### src/rtl/mem_fill_arbiter.sv
// ============================================================================
// Module   : mem_fill_arbiter
// Purpose  : Shares one fixed-latency single-ported memory between the I-cache
//            fill path and the D-cache fill/write path. Optional round-robin
//            arbitration is enabled with macro ARB_RR_EN.
// Revision : 1.0 - initial release
// ============================================================================
`default_nettype none

module mem_fill_arbiter #(
  parameter int ADDR_W      = 16,
  parameter int DATA_W      = 16,
  parameter int BLOCK_WORDS = 8,
  parameter int IDX_W       = 3
) (
  input  logic              clk,
  input  logic              rst_n,
  input  logic              ic_req,
  input  logic [ADDR_W-1:0] ic_addr,
  output logic              ic_grant,
  output logic              ic_data_vld,
  output logic [IDX_W-1:0]  ic_word,
  output logic              ic_done,
  input  logic              dc_req,
  input  logic              dc_wr,
  input  logic [ADDR_W-1:0] dc_addr,
  input  logic [DATA_W-1:0] dc_wdata,
  output logic              dc_grant,
  output logic              dc_data_vld,
  output logic [IDX_W-1:0]  dc_word,
  output logic              dc_done,
  output logic [DATA_W-1:0] fill_data,
  output logic              mem_en,
  output logic              mem_wr,
  output logic [ADDR_W-1:0] mem_addr,
  output logic [DATA_W-1:0] mem_wdata,
  input  logic [DATA_W-1:0] mem_rdata,
  input  logic              mem_data_valid
);

  localparam int OFS_W = IDX_W + 1;
  localparam logic [IDX_W-1:0] C_LAST = IDX_W'(BLOCK_WORDS - 1);

  typedef enum logic [2:0] {
    S_IDLE  = 3'd0,
    S_ISSUE = 3'd1,
    S_DRAIN = 3'd2,
    S_WRITE = 3'd3,
    S_DONE  = 3'd4
  } state_t;

  state_t              r_state;
  state_t              w_next;
  logic                r_side_d;
  logic [ADDR_W-1:0]   r_base;
  logic [DATA_W-1:0]   r_wdata;
  logic [IDX_W-1:0]    r_issue_cnt;
  logic [IDX_W-1:0]    r_recv_cnt;
  logic                w_pick_d;
  logic                w_start;
  logic                w_ret;
  logic                w_busy;
  logic                w_unused;

  assign w_start = ic_req | dc_req;

`ifdef ARB_RR_EN
  // Last-served flag: 0 = I-side, so the first tie goes to the D-side.
  logic r_last_d;

  always_ff @(posedge clk or negedge rst_n) begin
    if (!rst_n) begin
      r_last_d <= 1'b0;
    end else if (r_state == S_IDLE && w_start) begin
      r_last_d <= w_pick_d;
    end
  end

  assign w_pick_d = dc_req & (~ic_req | ~r_last_d);
`else
  assign w_pick_d = dc_req;
`endif

  // Returns are only meaningful while a fill is in flight.
  assign w_ret    = mem_data_valid & ((r_state == S_ISSUE) | (r_state == S_DRAIN));
  assign w_busy   = (r_state != S_IDLE);
  assign w_unused = ^{ic_addr[OFS_W-1:0], dc_addr[0]};

  always_ff @(posedge clk or negedge rst_n) begin
    if (!rst_n) begin
      r_state     <= S_IDLE;
      r_side_d    <= 1'b0;
      r_base      <= '0;
      r_wdata     <= '0;
      r_issue_cnt <= '0;
      r_recv_cnt  <= '0;
    end else begin
      r_state <= w_next;
      if (r_state == S_IDLE && w_start) begin
        r_side_d    <= w_pick_d;
        r_issue_cnt <= '0;
        r_recv_cnt  <= '0;
        if (w_pick_d && dc_wr) begin
          r_base  <= {dc_addr[ADDR_W-1:1], 1'b0};
          r_wdata <= dc_wdata;
        end else begin
          r_base  <= w_pick_d ? {dc_addr[ADDR_W-1:OFS_W], {OFS_W{1'b0}}}
                              : {ic_addr[ADDR_W-1:OFS_W], {OFS_W{1'b0}}};
          r_wdata <= '0;
        end
      end
      if (r_state == S_ISSUE) begin
        r_issue_cnt <= r_issue_cnt + 1'b1;
      end
      if (w_ret) begin
        r_recv_cnt <= r_recv_cnt + 1'b1;
      end
    end
  end

  always_comb begin
    w_next      = r_state;
    ic_grant    = w_busy & ~r_side_d;
    dc_grant    = w_busy & r_side_d;
    ic_data_vld = w_ret & ~r_side_d;
    dc_data_vld = w_ret & r_side_d;
    ic_word     = (w_ret & ~r_side_d) ? r_recv_cnt : '0;
    dc_word     = (w_ret & r_side_d) ? r_recv_cnt : '0;
    ic_done     = 1'b0;
    dc_done     = 1'b0;
    mem_en      = 1'b0;
    mem_wr      = 1'b0;
    mem_addr    = '0;
    mem_wdata   = '0;
    fill_data   = mem_rdata;

    case (r_state)
      S_IDLE: begin
        if (w_start) begin
          w_next = (w_pick_d && dc_wr) ? S_WRITE : S_ISSUE;
        end
      end
      S_ISSUE: begin
        mem_en   = 1'b1;
        // Offset replaces the low bits only; no carry into the block address.
        mem_addr = {r_base[ADDR_W-1:OFS_W], r_issue_cnt, 1'b0};
        if (r_issue_cnt == C_LAST) begin
          w_next = S_DRAIN;
        end
      end
      S_DRAIN: begin
        if (w_ret && r_recv_cnt == C_LAST) begin
          w_next = S_DONE;
        end
      end
      S_WRITE: begin
        mem_en    = 1'b1;
        mem_wr    = 1'b1;
        mem_addr  = r_base;
        mem_wdata = r_wdata;
        w_next    = S_DONE;
      end
      S_DONE: begin
        ic_done = ~r_side_d;
        dc_done = r_side_d;
        w_next  = S_IDLE;
      end
      default: begin
        w_next = S_IDLE;
      end
    endcase
  end

endmodule

`default_nettype wire

### config.mk
export PLATFORM = sky130hd
export DESIGN_NAME = mem_fill_arbiter
export DESIGN_NICKNAME = d
export VERILOG_FILES = /design/src/rtl/mem_fill_arbiter.sv
export SDC_FILE = /design/constraint.sdc
export NUM_CORES = 1
export LEC_CHECK = 0
export CAP_MARGIN = 20
export CORE_ASPECT_RATIO = 0.5
export CORE_MARGIN = 3
export CORE_UTILIZATION = 41
export DETAILED_ROUTE_END_ITERATION = 6
export GPL_TIMING_DRIVEN = 0
export PLACE_DENSITY = 0.86
export RECOVER_POWER = 50
export SETUP_SLACK_MARGIN = 0.1
export SLEW_MARGIN = 20
export SYNTH_ARGS = -nofsm -noshare
export SYNTH_HDL_FRONTEND = slang
export SYNTH_SLANG_ARGS = --single-unit
### constraint.sdc
create_clock -name clk -period 3.54 [get_ports clk]
set_input_delay 0.354 -clock clk [delete_from_list [all_inputs] [get_ports clk]]
set_output_delay 0.354 -clock clk [all_outputs]
set_load 0.01 [all_outputs]
## Word-level counts from Yosys, hierarchy flattened

Cells that the tools add are included.

- Add/subtract/negate cells: 2
- Equal/unequal tests: 9
- Mux-type cells: 19
- Bitwise operators: 8
- Reduce and logical (&&, ||, !) cells: 9

Operator list:

| operator | count |
|---|---|
| 16-bit 2-to-1 mux | 4 |
| 16-bit one-hot mux with 2 select lines | 1 |
| 3-bit 2-to-1 mux | 8 |
| 3-bit one-hot mux with 4 select lines | 1 |
| 3-bit equality test, second input constant | 3 |
| 3-bit by 1-bit adder with 3-bit output, second input constant | 2 |
| 3-bit by 2-bit equality test with 1-bit output, second input constant | 2 |
| 1-bit bitwise AND | 5 |
| 1-bit 2-to-1 mux | 4 |
| 2-bit by 1-bit != test with 1-bit output, second input constant | 2 |
| 2-bit nonzero test | 2 |
| 3-bit by 1-bit equality test with 1-bit output, second input constant | 1 |
| 1-bit logical AND | 3 |
| 3-bit logical NOT | 1 |
| 3-bit AND reduction | 1 |
| 3-bit nonzero test | 1 |
| 2-bit 2-to-1 mux | 1 |
| 2-bit != test, second input constant | 1 |
| 1-bit bitwise OR | 2 |
| 2-bit OR reduction | 1 |
| 1-bit inverter | 1 |

- Register bits: 42
- Bits of input ports: 70
- Output and inout bits: 62
- Logic and storage cells: 53

## Depth between registers and ports, before layout

Gate-level depths: netlist (run 1).

- Depth in word-level cells: 6
- Mapped depth: 7
- Gate-level depth less buffers: 5

## Worst setup path after synthesis (run 1)

OpenSTA, ideal clock, no wires.

- Path type: register to output
- Start: register r_state[0]
- End: output dc_word[0]
- Data arrival time: 1.221 ns
- Data required time: 3.186 ns
- Setup slack: 1.965 ns
- Cell stages (with the launch flop): 6
- Buffers on the path: 2
- Cells stage by stage: dfrtp_1 buf_2 xor2_1 and3_1 clkbuf_1 and3_1

- Cells in the longest elaborated chain, start to end: 5
- Elaborated cells on any way between the ends: 6
- Classes of those cells: eq/ne: 2; mux: 1; bitwise: 3

Ends and longest elaborated chain:

| item | line | text |
|---|---|---|
| start: declaration | 52 | `state_t r_state;` |
| start signal: assignment | 98 | `r_state <= w_next;` |
| 3-bit by 1-bit equality test with 1-bit output or 3-bit by 2-bit equality test with 1-bit output (tied branches) | 85 | `assign w_ret = mem_data_valid & ((r_state == S_ISSUE) \| (r_state == S_DRAIN));` |
| 1-bit bitwise OR * | 85 |  |
| 1-bit bitwise AND * | 85 |  |
| 1-bit bitwise AND * | 128 | `dc_word = (w_ret & r_side_d) ? r_recv_cnt : '0;` |
| 3-bit 2-to-1 mux * | 128 |  |
| end: declaration | 30 | `output logic [IDX_W-1:0] dc_word,` |

Mark *: on every way between the ends. The rest lies on a longest branch, timed or not.

## Worst setup path after layout (run 1)

- Start: register r_state[1]
- End: output ic_grant

- Cells in the longest elaborated chain, start to end: 2

Ends and longest elaborated chain:

| item | line | text |
|---|---|---|
| 3-bit nonzero test | 86 | `assign w_busy = (r_state != S_IDLE);` |
| 1-bit bitwise AND | 123 | `ic_grant = w_busy & ~r_side_d;` |
| end: declaration | 20 | `output logic ic_grant,` |

No other way between the ends.

==> impl_metrics.csv, run 1 <==
group,metric,value,unit
synthesis,avgSynthCellArea,10.2,µm²
die,rows,18,
setup_path,cp-end-kind,"output port",
global_routing,track_usage,0.194,
layout,area_growth,54.9,%
cts,ctsResizeCount,0,
synthesis,synth_seq_cells,41,
timing,finalHoldViolCount,0,
setup_path,critPathSlowestCell,"clkdlybuf4s50_1",
power,totalPowerFinal,2.48,mW
cts,cts_buffer_depth,2,
setup_path,crit_type,"flop to output port",
die,pin_count,132,
placement,placement.cell_area,3440,µm²
detailed_routing,wl_per_cell,15.4,µm
global_routing,grt_pass1_vias,2090,
detailed_routing,via_per_inst,5.04,
layout,register_area,1030,µm²
cts,postCtsSetupRepairBufs,0,
timing,fmax,361,MHz
cts,clock_latency,0.28,ns
die,dieWidth,111,µm
setup_path,path_max_fanout,10,
layout,fin_nets,410,
synthesis,async_reset_ff_frac,1.00,
cts,cts_inserted_buffers,5,
die,coreArea,5110,µm²
layout,final_cell_area,3490,µm²
setup_path,critPathRequiredTime,3.19,ns
layout,multi_input_area,957,µm²
layout,drive_gt1_frac,0.104,
detailed_routing,postRouteWirelength,6260,µm
placement,dp_slack,1.19,ns
power,ir_drop,0.365,mV
timing,finalSetupViolations,0,
detailed_routing,final_antenna_net_count,0,
global_routing,grt_max_degree,26,
timing,min_period,2.77,ns
timing,skew,0.00356,ns
power,power.density,710,nW/µm²
synthesis,synth_nets,294,
timing,tightest_slew,1.32,ns
global_routing,overflow,0,
detailed_routing,vias,2050,
synthesis,syn_inst,220,
die,initial_core_util,0.440,
outcome,outcome,"finished, final reports clean",
timing,slew_violations,0,
setup_path,cp-start-kind,"flop",
timing,rsz0062_at_grt,"no",
worst_hold_path,hold_class,"primary input to asynchronous set/reset pin",
layout,antenna_cells,0,
global_routing,grt_pass1_wl,10400,µm
setup_path,crit_chain,"clkbuf_1 > nor3_1 > clkbuf_1 > buf_2 > nor2_1 > clkdlybuf4s50_1",
die,die_h,58.4,µm
detailed_routing,dr.pass1.iters,6,
cts,h-tree-depth,2,
synthesis,synth_warnings,0,
cts,cts.clk_slew.worst_paths,0.08,ns
cts,cts_sinks,41,
global_routing,antenna_found_initial,0,
layout,n_fill_cell,385,
layout,fin_util,0.682,
synthesis,syn_area,2250,µm²
synthesis,synth_flop_cell,"dfrtp_1",
setup_path,cp.arrival,2.42,ns
power,leakagePower,1.58,nW
placement,globalplace.congestion,0.782,
synthesis,yosysSeqAreaShare,0.456,
timing,fin_ws,0.767,ns
cts,ctsHoldBuffers,0,
synthesis,netlist-cell-type-count,31,
run,maxCapViolCount,0,
placement,portBuffers,108,
synthesis,synth_edf_count,0,
detailed_routing,detail_route.iter0.violations,77,
cts,cts_tree,"yes",
setup_path,crit_top_cell,"clkbuf_1",
timing,period_share,0.783,
detailed_routing,drc,0,
die,dieArea,6470,µm²
setup_path,critPathMaxStageDelay,0.48,ns
timing,slew-limit-headroom,0.121,
placement,dp_hpwl,4930,µm
timing,setup_tns,0,ns
cts,cts_root_buf,"clkbuf_8",
critical path: cells and delay by family, from the launching register on:
family,cells,cell delay (ns)
AND/OR/NAND/NOR,2,0.34
buffers and inverters,4,1.40
flip-flops,1,0.39
final timing paths:
path	start	to	slack, ns	cells past startpoint
worst min register to register	r_wdata[15]	r_wdata[15]	0.51	1
worst max register to register	r_state[1]	r_base[8]	1.15	7
worst max-delay path	r_state[1]	ic_grant	0.77	6
min in group clk	dc_req	r_base[15]	0.43	3
worst min-delay path	rst_n	r_wdata[1]	0.17	1
max in group asynchronous	rst_n	r_wdata[13]	1.67	2
metal layers:
metal  wire length, µm  vias up  global-route usage
met4                19        0              0.0333
met1              2550      995               0.250
li1                  -      986                   -
met2              3330       67               0.348
met3               355        2              0.0421
met5                 0        -                   0
placed cells by master (no fill, tap or decap), types with 5 or more instances in the layout:
cell type	instances
and3_1	22
and2_1	14
clkbuf_8	7
buf_4	19
mux2i_1	15
a22o_1	22
dfrtp_1	41
nor2_1	7
nand2_1	6
clkbuf_1	15
dlygate4sd3_1	16
clkdlybuf4s50_1	91
buf_2	5
a21oi_1	25
logic make-up (layout without fill, tap and decap cells):
group,after synthesis,after routing,synth area share
compound gates,53,53,0.160
xor+xnor,1,1,0.00389
fa+ha+maj,4,4,0.0222
buf+inv,40,157,0.115
flops,41,41,0.456
mux,16,16,0.0717
other cells,1,1,0.00167
simple gates,64,64,0.169
cells in the mapped netlist, drive strengths merged, types with 4 or more instances:
cell    count  area share
buf        30       0.098
nor2        7       0.012
mux2i      15       0.067
and3       22       0.061
a21oi      25       0.056
nand2       6       0.010
dfrtp      41        0.46
nor3b       4       0.013
ha          4       0.022
a22o       22       0.086
clkbuf      8       0.013
and2       15       0.043
area by class of cell:
type                    count  share of cell area
plain buffers              38              0.0653
clock buffers               7              0.0276
clock inverters             1             0.00144
inverters                   2             0.00215
multi-input cells         139               0.275
flip-flops and latches     41               0.294
well taps                  70              0.0251
repair buffers            109               0.309
flip-flops by register name, indices dropped and copies added, names as in the netlist:
signal	count
r_wdata	16
r_base	15
r_issue_cnt	3
r_recv_cnt	3
r_state	3
r_side_d	1
per-stage QoR:
stage                     cells  hold WS (ns)
after global routing        407         0.215
final                       407         0.167
after CTS                   407       0.00541
after floorplan             220        0.0584
after global placement      398         0.480
after detailed placement    399         0.319
power breakdown:
group	leakage [nW]	switching [mW]	internal (mW)
logic	1.02	0.694	0.696
clock network	0.0542	0.157	0.176
registers	0.512	0.107	0.646
total	1.58	0.958	1.52
No activity file was read; power rests on OpenSTA's default activity.
==> run 2: changes to the inputs <==
Settings changed: CORE_UTILIZATION 41 to 34, PLACE_DENSITY 0.86 to 0.76.
Clock period 3.54 ns to 2.4 ns, I/O delays scaled along.
==> run 2 against run 1 <==
Compared with the run above:
- critical path depth is the same
- clock power grew to 2.6 times the previous value
- worst hold slack gained 0.14 ns
- highest routed layer unchanged
- non-clock buffer count grew 1
- sequential power grew 50%
- design area grew 6.1%
- sequential cell count is the same
- via count grew 2.7%
- first-iteration DRC count shrank 3.9%
- cell count grew 4.7%
- critical endpoint unchanged
- sequential share of layout area shrank 1.6 points
- power grew 69%
==> impl_metrics.csv, run 2 (synthesis results as in run 1) <==
group,metric,value,unit
detailed_routing,dr.pass1.iters,4,
run,maxCapViolCount,0,
timing,min_period,2.29,ns
die,dieWidth,121,µm
setup_path,critPathRequiredTime,2.16,ns
detailed_routing,drc,0,
cts,cts_buffer_depth,2,
cts,cts_tree,"yes",
setup_path,crit_type,"flop to output port",
global_routing,overflow,0,
detailed_routing,detail_route.iter0.violations,74,
detailed_routing,postRouteWirelength,6690,µm
setup_path,path_max_fanout,10,
setup_path,critPathSlowestCell,"clkdlybuf4s50_1",
cts,postCtsSetupRepairBufs,0,
detailed_routing,wl_per_cell,15.7,µm
setup_path,cp-start-kind,"flop",
power,power.density,1130,nW/µm²
timing,fmax,436,MHz
setup_path,crit_chain,"buf_4 > nor3_4 > buf_6 > clkbuf_4 > nor2_1 > clkdlybuf4s50_1",
timing,finalSetupViolations,0,
layout,final_cell_area,3700,µm²
timing,skew,0.00780,ns
cts,cts_root_buf,"clkbuf_16",
outcome,outcome,"finished, final reports clean",
global_routing,antenna_found_initial,0,
die,initial_core_util,0.361,
setup_path,critPathMaxStageDelay,0.49,ns
power,totalPowerFinal,4.18,mW
layout,area_growth,64.3,%
global_routing,grt_max_degree,27,
global_routing,track_usage,0.173,
die,rows,20,
cts,cts_sinks,41,
layout,fin_nets,411,
timing,tightest_slew,0.813,ns
setup_path,cp.arrival,2.05,ns
layout,reg.largest.list,"r_wdata (16), r_base (15)",
cts,cts.clk_slew.worst_paths,0.06,ns
detailed_routing,final_antenna_net_count,0,
global_routing,grt_pass1_vias,2200,
timing,slew-limit-headroom,0.458,
cts,clock_latency,0.29,ns
timing,finalHoldViolCount,0,
die,die_h,63.5,µm
die,coreArea,6230,µm²
timing,rsz0062_at_grt,"yes",
power,leakagePower,1.79,nW
layout,largest_register_ffs,16,
layout,largest_register,"r_wdata",
layout,drive_gt1_frac,0.145,
placement,globalplace.congestion,0.760,
timing,setup_tns,0,ns
cts,h-tree-depth,2,
layout,final_common_cell,"clkdlybuf4s50_1",
setup_path,cp-end-kind,"output port",
layout,final_cell_mix,"84 x clkdlybuf4s50_1, 39 x dfrtp_1, 25 x a21oi_1",
detailed_routing,via_per_inst,4.94,
layout,antenna_cells,0,
timing,period_share,0.956,
placement,dp_hpwl,4870,µm
power,ir_drop,0.433,mV
timing,slew_violations,0,
placement,portBuffers,108,
die,pin_count,132,
cts,cts_inserted_buffers,5,
worst_hold_path,hold_class,"primary input to flop",
global_routing,grt_pass1_wl,10800,µm
detailed_routing,vias,2105,
layout,n_fill_cell,514,
die,dieArea,7690,µm²
placement,placement.cell_area,3460,µm²
[run 2: report_power, final]
group / internal, mW / switching [mW] / total (mW)
logic: 1.12 / 1.07 / 2.19
registers: 0.958 / 0.176 / 1.13
clock network: 0.594 / 0.270 / 0.863
[run 2: critical path, delay by kind of cell, from the launching register on]
| family | cells | cell delay, ns |
|---|---|---|
| DFF | 1 | 0.44 |
| and+or+nand+nor | 2 | 0.26 |
| buffers and inverters | 4 | 1.06 |
[run 2: through the flow]
stage	worst slack [ns]	utilization	instances	hold slack (ns)
3_5_place_dp	0.265	0.555	417	0.185
5_1_grt	0.0191	0.593	426	0.335
4_1_cts	0.0880	0.590	426	0.305
6_report	0.106	0.593	426	0.303
3_3_place_gp	0.0913	0.552	416	0.480
2_1_floorplan	0.939	-	220	-0.0556
[run 2: what timing repair did]
item | in CTS | in global routing
endpoints found under the setup margin | 34 | 38
resized for setup | 7 | 24
hold endpoints to repair | 15 | 0
hold buffers | 1 | 0
[run 2: path summary, 6_finish.rpt]
kind	startpoint	end	slack, ns	cells after the start
max	r_state[1]	ic_grant	0.11	6
min	dc_req	r_base[15]	0.30	3
max reg2reg	r_state[1]	r_base[10]	0.34	7
min reg2reg	r_wdata[5]	r_wdata[5]	0.50	1
max in group asynchronous	rst_n	r_base[5]	0.69	3
min in group asynchronous	rst_n	r_wdata[3]	0.57	2
[run 2: metal layers]
metal	track usage	up-vias	wire length [µm]
met5	0	-	0
met4	0.0607	0	125
met3	0.0323	16	349
met2	0.319	71	3470
met1	0.202	1024	2740
li1	-	994	-
[run 2: area by class of cell]
class                   instances  area, µm²  area share
plain buffers                  38        258      0.0697
clock buffers                   5        125      0.0338
clock inverters                 3       65.1      0.0176
inverters                       2       7.51     0.00203
multi-input cells             139        996       0.269
flip-flops and latches         41       1030       0.278
well taps                      88        110      0.0298
repair buffers                110       1110       0.299
==> run 3: changes to the inputs <==
Settings changed: SETUP_SLACK_MARGIN 0.1 to 0.5.
==> run 3 against run 2 <==
Compared with the run above:
- clock power is essentially flat
- worst hold slack lost 0.00091 ns
- combinational power is essentially flat
- maximum frequency grew 13%
- count of clock-buffer cells in the layout is the same
- via count grew 1.2%
- setup slack gained 0.26 ns
- critical path depth grew 2
- critical path type is now flop to flop
- largest cell class unchanged
- highest routed layer unchanged
==> impl_metrics.csv, run 3 (synthesis results as in run 1) <==
group,metric,value,unit
timing,setup_tns,0,ns
cts,h-tree-depth,2,
worst_hold_path,hold_class,"primary input to flop",
placement,dp.cells,417,
power,leakagePower,1.85,nW
global_routing,grt_max_degree,27,
placement,dp_hpwl,4870,µm
detailed_routing,vias,2131,
setup_path,path_max_fanout,10,
outcome,outcome,"finished, final reports clean",
timing,tightest_slew,0.816,ns
die,coreArea,6230,µm²
die,dieWidth,121,µm
setup_path,critPathSlowestCell,"dfrtp_2",
cts,clock_latency,0.28,ns
die,initial_core_util,0.361,
run,maxCapViolCount,0,
layout,antenna_cells,0,
timing,slew-limit-headroom,0.456,
timing,min_period,2.03,ns
layout,n_fill_cell,526,
timing,period_share,0.848,
setup_path,cp-end-kind,"flop",
layout,fin_nets,417,
global_routing,overflow,0,
detailed_routing,drc,0,
layout,drive_gt1_frac,0.192,
timing,rsz0062_at_grt,"yes",
timing,slew_violations,0,
cts,cts_root_buf,"clkbuf_16",
timing,hold_ws,0.302,ns
cts,cts_sinks,41,
setup_path,ff2ff_path_depth,8,
detailed_routing,wl_per_cell,15.9,µm
cts,cts_buffer_depth,2,
setup_path,critPathMaxStageDelay,0.42,ns
setup_path,cp.arrival,2.20,ns
layout,largest_register,"r_wdata",
placement,portBuffers,108,
placement,globalplace.congestion,0.760,
detailed_routing,detail_route.iter0.violations,91,
power,totalPowerFinal,4.20,mW
timing,fmax,492,MHz
worst_hold_path,hold_depth,3,
timing,finalHoldViolCount,0,
cts,cts_inserted_buffers,5,
cts,cts_tree,"yes",
layout,final_cell_mix,"48 x clkdlybuf4s50_1, 40 x dfrtp_1, 33 x dlygate4sd2_1",
detailed_routing,via_per_inst,4.93,
die,dieArea,7690,µm²
die,die_h,63.5,µm
layout,final_common_cell,"clkdlybuf4s50_1",
layout,reg.largest.list,"r_wdata (16), r_base (15)",
timing,finalSetupViolations,0,
detailed_routing,postRouteWirelength,6860,µm
layout,largest_register_ffs,16,
cts,cts.clk_slew.worst_paths,0.06,ns
setup_path,cp-start-kind,"flop",
global_routing,grt_pass1_wl,11200,µm
power,ir_drop,0.400,mV
power,power.density,1140,nW/µm²
setup_path,critPathRequiredTime,2.56,ns
detailed_routing,dr.pass1.iters,4,
timing,skew,0.00731,ns
global_routing,grt_pass1_vias,2278,
die,pin_count,132,
setup_path,crit_chain,"clkbuf_1 > nor3_1 > buf_6 > buf_4 > buf_4 > nand2_1 > clkbuf_1 > a22o_1",
global_routing,antenna_found_initial,0,
setup_path,crit_type,"flop to flop",
layout,instances_no_fill,432,
detailed_routing,final_antenna_net_count,0,
layout,area_growth,64.1,%
global_routing,track_usage,0.180,
die,rows,20,
## run 3: cell count changes in the layout (fill, tap and decap cells not counted), moves of 3 or more
cell | before | now
clkbuf_8 | 0 | 3
dlygate4sd2_1 | 0 | 33
clkbuf_4 | 3 | 0
buf_6 | 2 | 9
buf_2 | 3 | 8
dlymetal6s2s_1 | 7 | 0
clkbuf_2 | 3 | 6
clkdlybuf4s50_1 | 84 | 48
## run 3: stage by stage
stage | area [µm²] | utilization | setup WS, ns
final | 3690 | 0.593 | 0.366
after global routing | 3690 | 0.593 | 0.247
after CTS | 3690 | 0.593 | 0.477
after detailed placement | 3460 | 0.555 | 0.265
after global placement | 3440 | 0.552 | 0.0913
after floorplan | 2250 | - | 0.939
## run 3: final timing paths
check	startpoint	endpoint	slack, ns
setup / recovery	r_state[2]	r_wdata[13]	0.37
hold / removal	dc_req	r_base[15]	0.30
setup reg to reg	r_state[2]	r_wdata[13]	0.37
hold reg to reg	r_wdata[5]	r_wdata[5]	0.50
max in group asynchronous	rst_n	r_base[5]	0.65
min in group asynchronous	rst_n	r_wdata[1]	0.59
## run 3: what timing repair did
action                                  4_1_cts  5_1_grt
endpoints found under the hold margin        15        0
gates resized for setup                      80       19
endpoints found under the setup margin       45       15
setup buffers                                 4        2
pin swaps                                     0        1
hold buffers                                  1        0
## run 3: area by class of cell
| type | count | area [µm²] | share of cell area |
|---|---|---|---|
| buffer | 38 | 310 | 0.0840 |
| clock inverter | 3 | 65.1 | 0.0176 |
| timing repair buffer | 116 | 1050 | 0.284 |
| tap | 88 | 110 | 0.0298 |
| sequential | 41 | 1030 | 0.278 |
| inverter | 2 | 7.51 | 0.00203 |
| multi-input combinational | 139 | 1000 | 0.271 |
| clock buffer | 5 | 125 | 0.0339 |
## run 3: power by group
part | switching (mW) | internal (mW) | total (mW) | leakage (nW)
combinational | 1.12 | 1.10 | 2.22 | 1.25
sequential | 0.162 | 0.956 | 1.12 | 0.510
clock | 0.271 | 0.594 | 0.864 | 0.0938
## run 3: metal layers
metal | GRT usage | routed length [µm] | vias to the layer above
met5 | 0 | 0 | -
met3 | 0.0341 | 325 | 14
li1 | - | - | 1005
met1 | 0.211 | 2840 | 1045
met2 | 0.328 | 3590 | 67
met4 | 0.0621 | 102 | 0
## run 3: critical path, delay by kind of cell, from the launching register on
| kind | cells | cell delay (ns) |
|---|---|---|
| buffers and inverters | 5 | 0.81 |
| AND/OR/NAND/NOR | 2 | 0.37 |
| AO/OA/AOI/OAI | 1 | 0.31 |
| flip-flops | 1 | 0.42 |
==> patch (settings of run 3) <==
`IDX_W`: 3 -> 4.
--- a/src/rtl/mem_fill_arbiter.sv
+++ b/src/rtl/mem_fill_arbiter.sv
@@ -11,7 +11,7 @@
   parameter int ADDR_W      = 16,
   parameter int DATA_W      = 16,
   parameter int BLOCK_WORDS = 8,
-  parameter int IDX_W       = 3
+  parameter int IDX_W       = 4
 ) (
   input  logic              clk,
   input  logic              rst_n,
Interface: changed (resized dc_word and ic_word); port bits go from 132 to 134. The function was not compared with the original's and may differ.
==> patch against run 3 <==
Sequential share of layout area increased by 1.0 points. Count of clock-buffer cells in the layout up 1. Clock power shrank 24%. Sequential cell count increased by 2. Worst setup slack got worse by 29 ps. Total power decreased by 1.0%. Routed wire length increased by 4.0%. Synthesized area up 4.2%. First-iteration DRC count increased by 40%. Final area increased by 1.1%. Die area increased by 3.9%. Sequential power increased by 15%. Critical path depth fell by 2. Critical path type is now flip-flop to primary output. Critical endpoint is now mem_addr[3]. Largest power group unchanged. Highest routed layer unchanged.
==> patch: results (changes against run 3) <==
[routing]
route.final.wire_length_um=7130  ; was 6860 um
routed_wire_length_per_instance_um=15.9  ; about the same
initialDrtViolationCount=127  ; was 91

[final_layout]
layout.filler_cells=554  ; was 526
final.signal_inverter_count=1  ; was 2
num-multi-input-gates=145  ; was 139
final_net_count=431  ; was 417
nNonClkBuffers=163  ; was 154

[placed_design]
gpl.final_weighted_congestion=0.776  ; was 0.760
port-buffer-count=109  ; was 108
preCtsSetupSlack_ps=102  ; was 265 ps

[power_and_ir_drop]
proportion_of_power_drawn_by_the_clock_network_pct=15.8  ; was 20.6%
cellLeakagePower_uw=0.00187  ; was 0.00185 uW
design_power_total_uw=4160  ; was 4200 uW

[setup_path]
timing.critical_path.fanout_max=7  ; was 10
rr_startpoint=r_state[0]  ; was r_state[2]
critical-path-slowest-cell=sky130_fd_sc_hd__dfrtp_1  ; was sky130_fd_sc_hd__dfrtp_2

[logic_synthesis]
synth.yosys.seq_area_share_pct=45.9  ; was 45.6%
synth_cell_types=38  ; was 31
avg_cell_area_syn_um2=10.4  ; was 10.2 um^2
number_of_flip_flops_and_latches_in_the_synthesized_netlist=43  ; was 41
synth_area_leaders=sky130_fd_sc_hd__dfrtp_1 (46%), sky130_fd_sc_hd__a22o_1 (9.7%), sky130_fd_sc_hd__and3_1 (5.6%), sky130_fd_sc_hd__o21ai_0 (5.5%), sky130_fd_sc_hd__buf_4 (5.4%)  ; was sky130_fd_sc_hd__dfrtp_1 (46%), sky130_fd_sc_hd__a22o_1 (8.6%), sky130_fd_sc_hd__buf_4 (7.0%), sky130_fd_sc_hd__mux2i_1 (6.7%), sky130_fd_sc_hd__and3_1 (6.1%)

[global_routing]
groute.layer.met1.usage_pct=20.6  ; was 21.1%
grt_pass1_vias=2336  ; was 2278

[run_status]
outcome=finished, final reports clean  ; unchanged

[clocking]
cts-resized-gates=150  ; was 80
cts_setup_buffers=10  ; was 4

[sta]
worst_hold_slack_ps=431  ; was 302 ps
tightest_slew_ps=815  ; was 816 ps

-- patch: cell types whose count changed in the layout (fill, tap and decap cells not counted), moves of 9 or more --
cell,before,now
sky130_fd_sc_hd__buf_2,8,28
sky130_fd_sc_hd__dlygate4sd2_1,33,7
sky130_fd_sc_hd__a21oi_1,25,2
sky130_fd_sc_hd__o21ai_0,2,26
sky130_fd_sc_hd__buf_4,23,32
-- patch: logic make-up after synthesis --
family / after synthesis / share of synthesized area [%]
compound gates: 62 / 18.9
xor+xnor: 3 / 1.12
fa+ha+maj: 2 / 1.07
buf+inv: 37 / 9.28
flops: 43 / 45.9
mux: 13 / 5.60
other cells: 1 / 0.160
simple gates: 64 / 18.0
-- patch: worst max path at each step --
stage               slack, ps  depth (start not counted)       endpoint
floorplan                 840                          4     ic_word[1]
global placement           30                          1  r_recv_cnt[0]
detailed placement        100                          6  mem_wdata[13]
CTS                       430                          6  mem_wdata[13]
global route              250                          6    r_wdata[10]
finish                    340                          6    mem_addr[3]
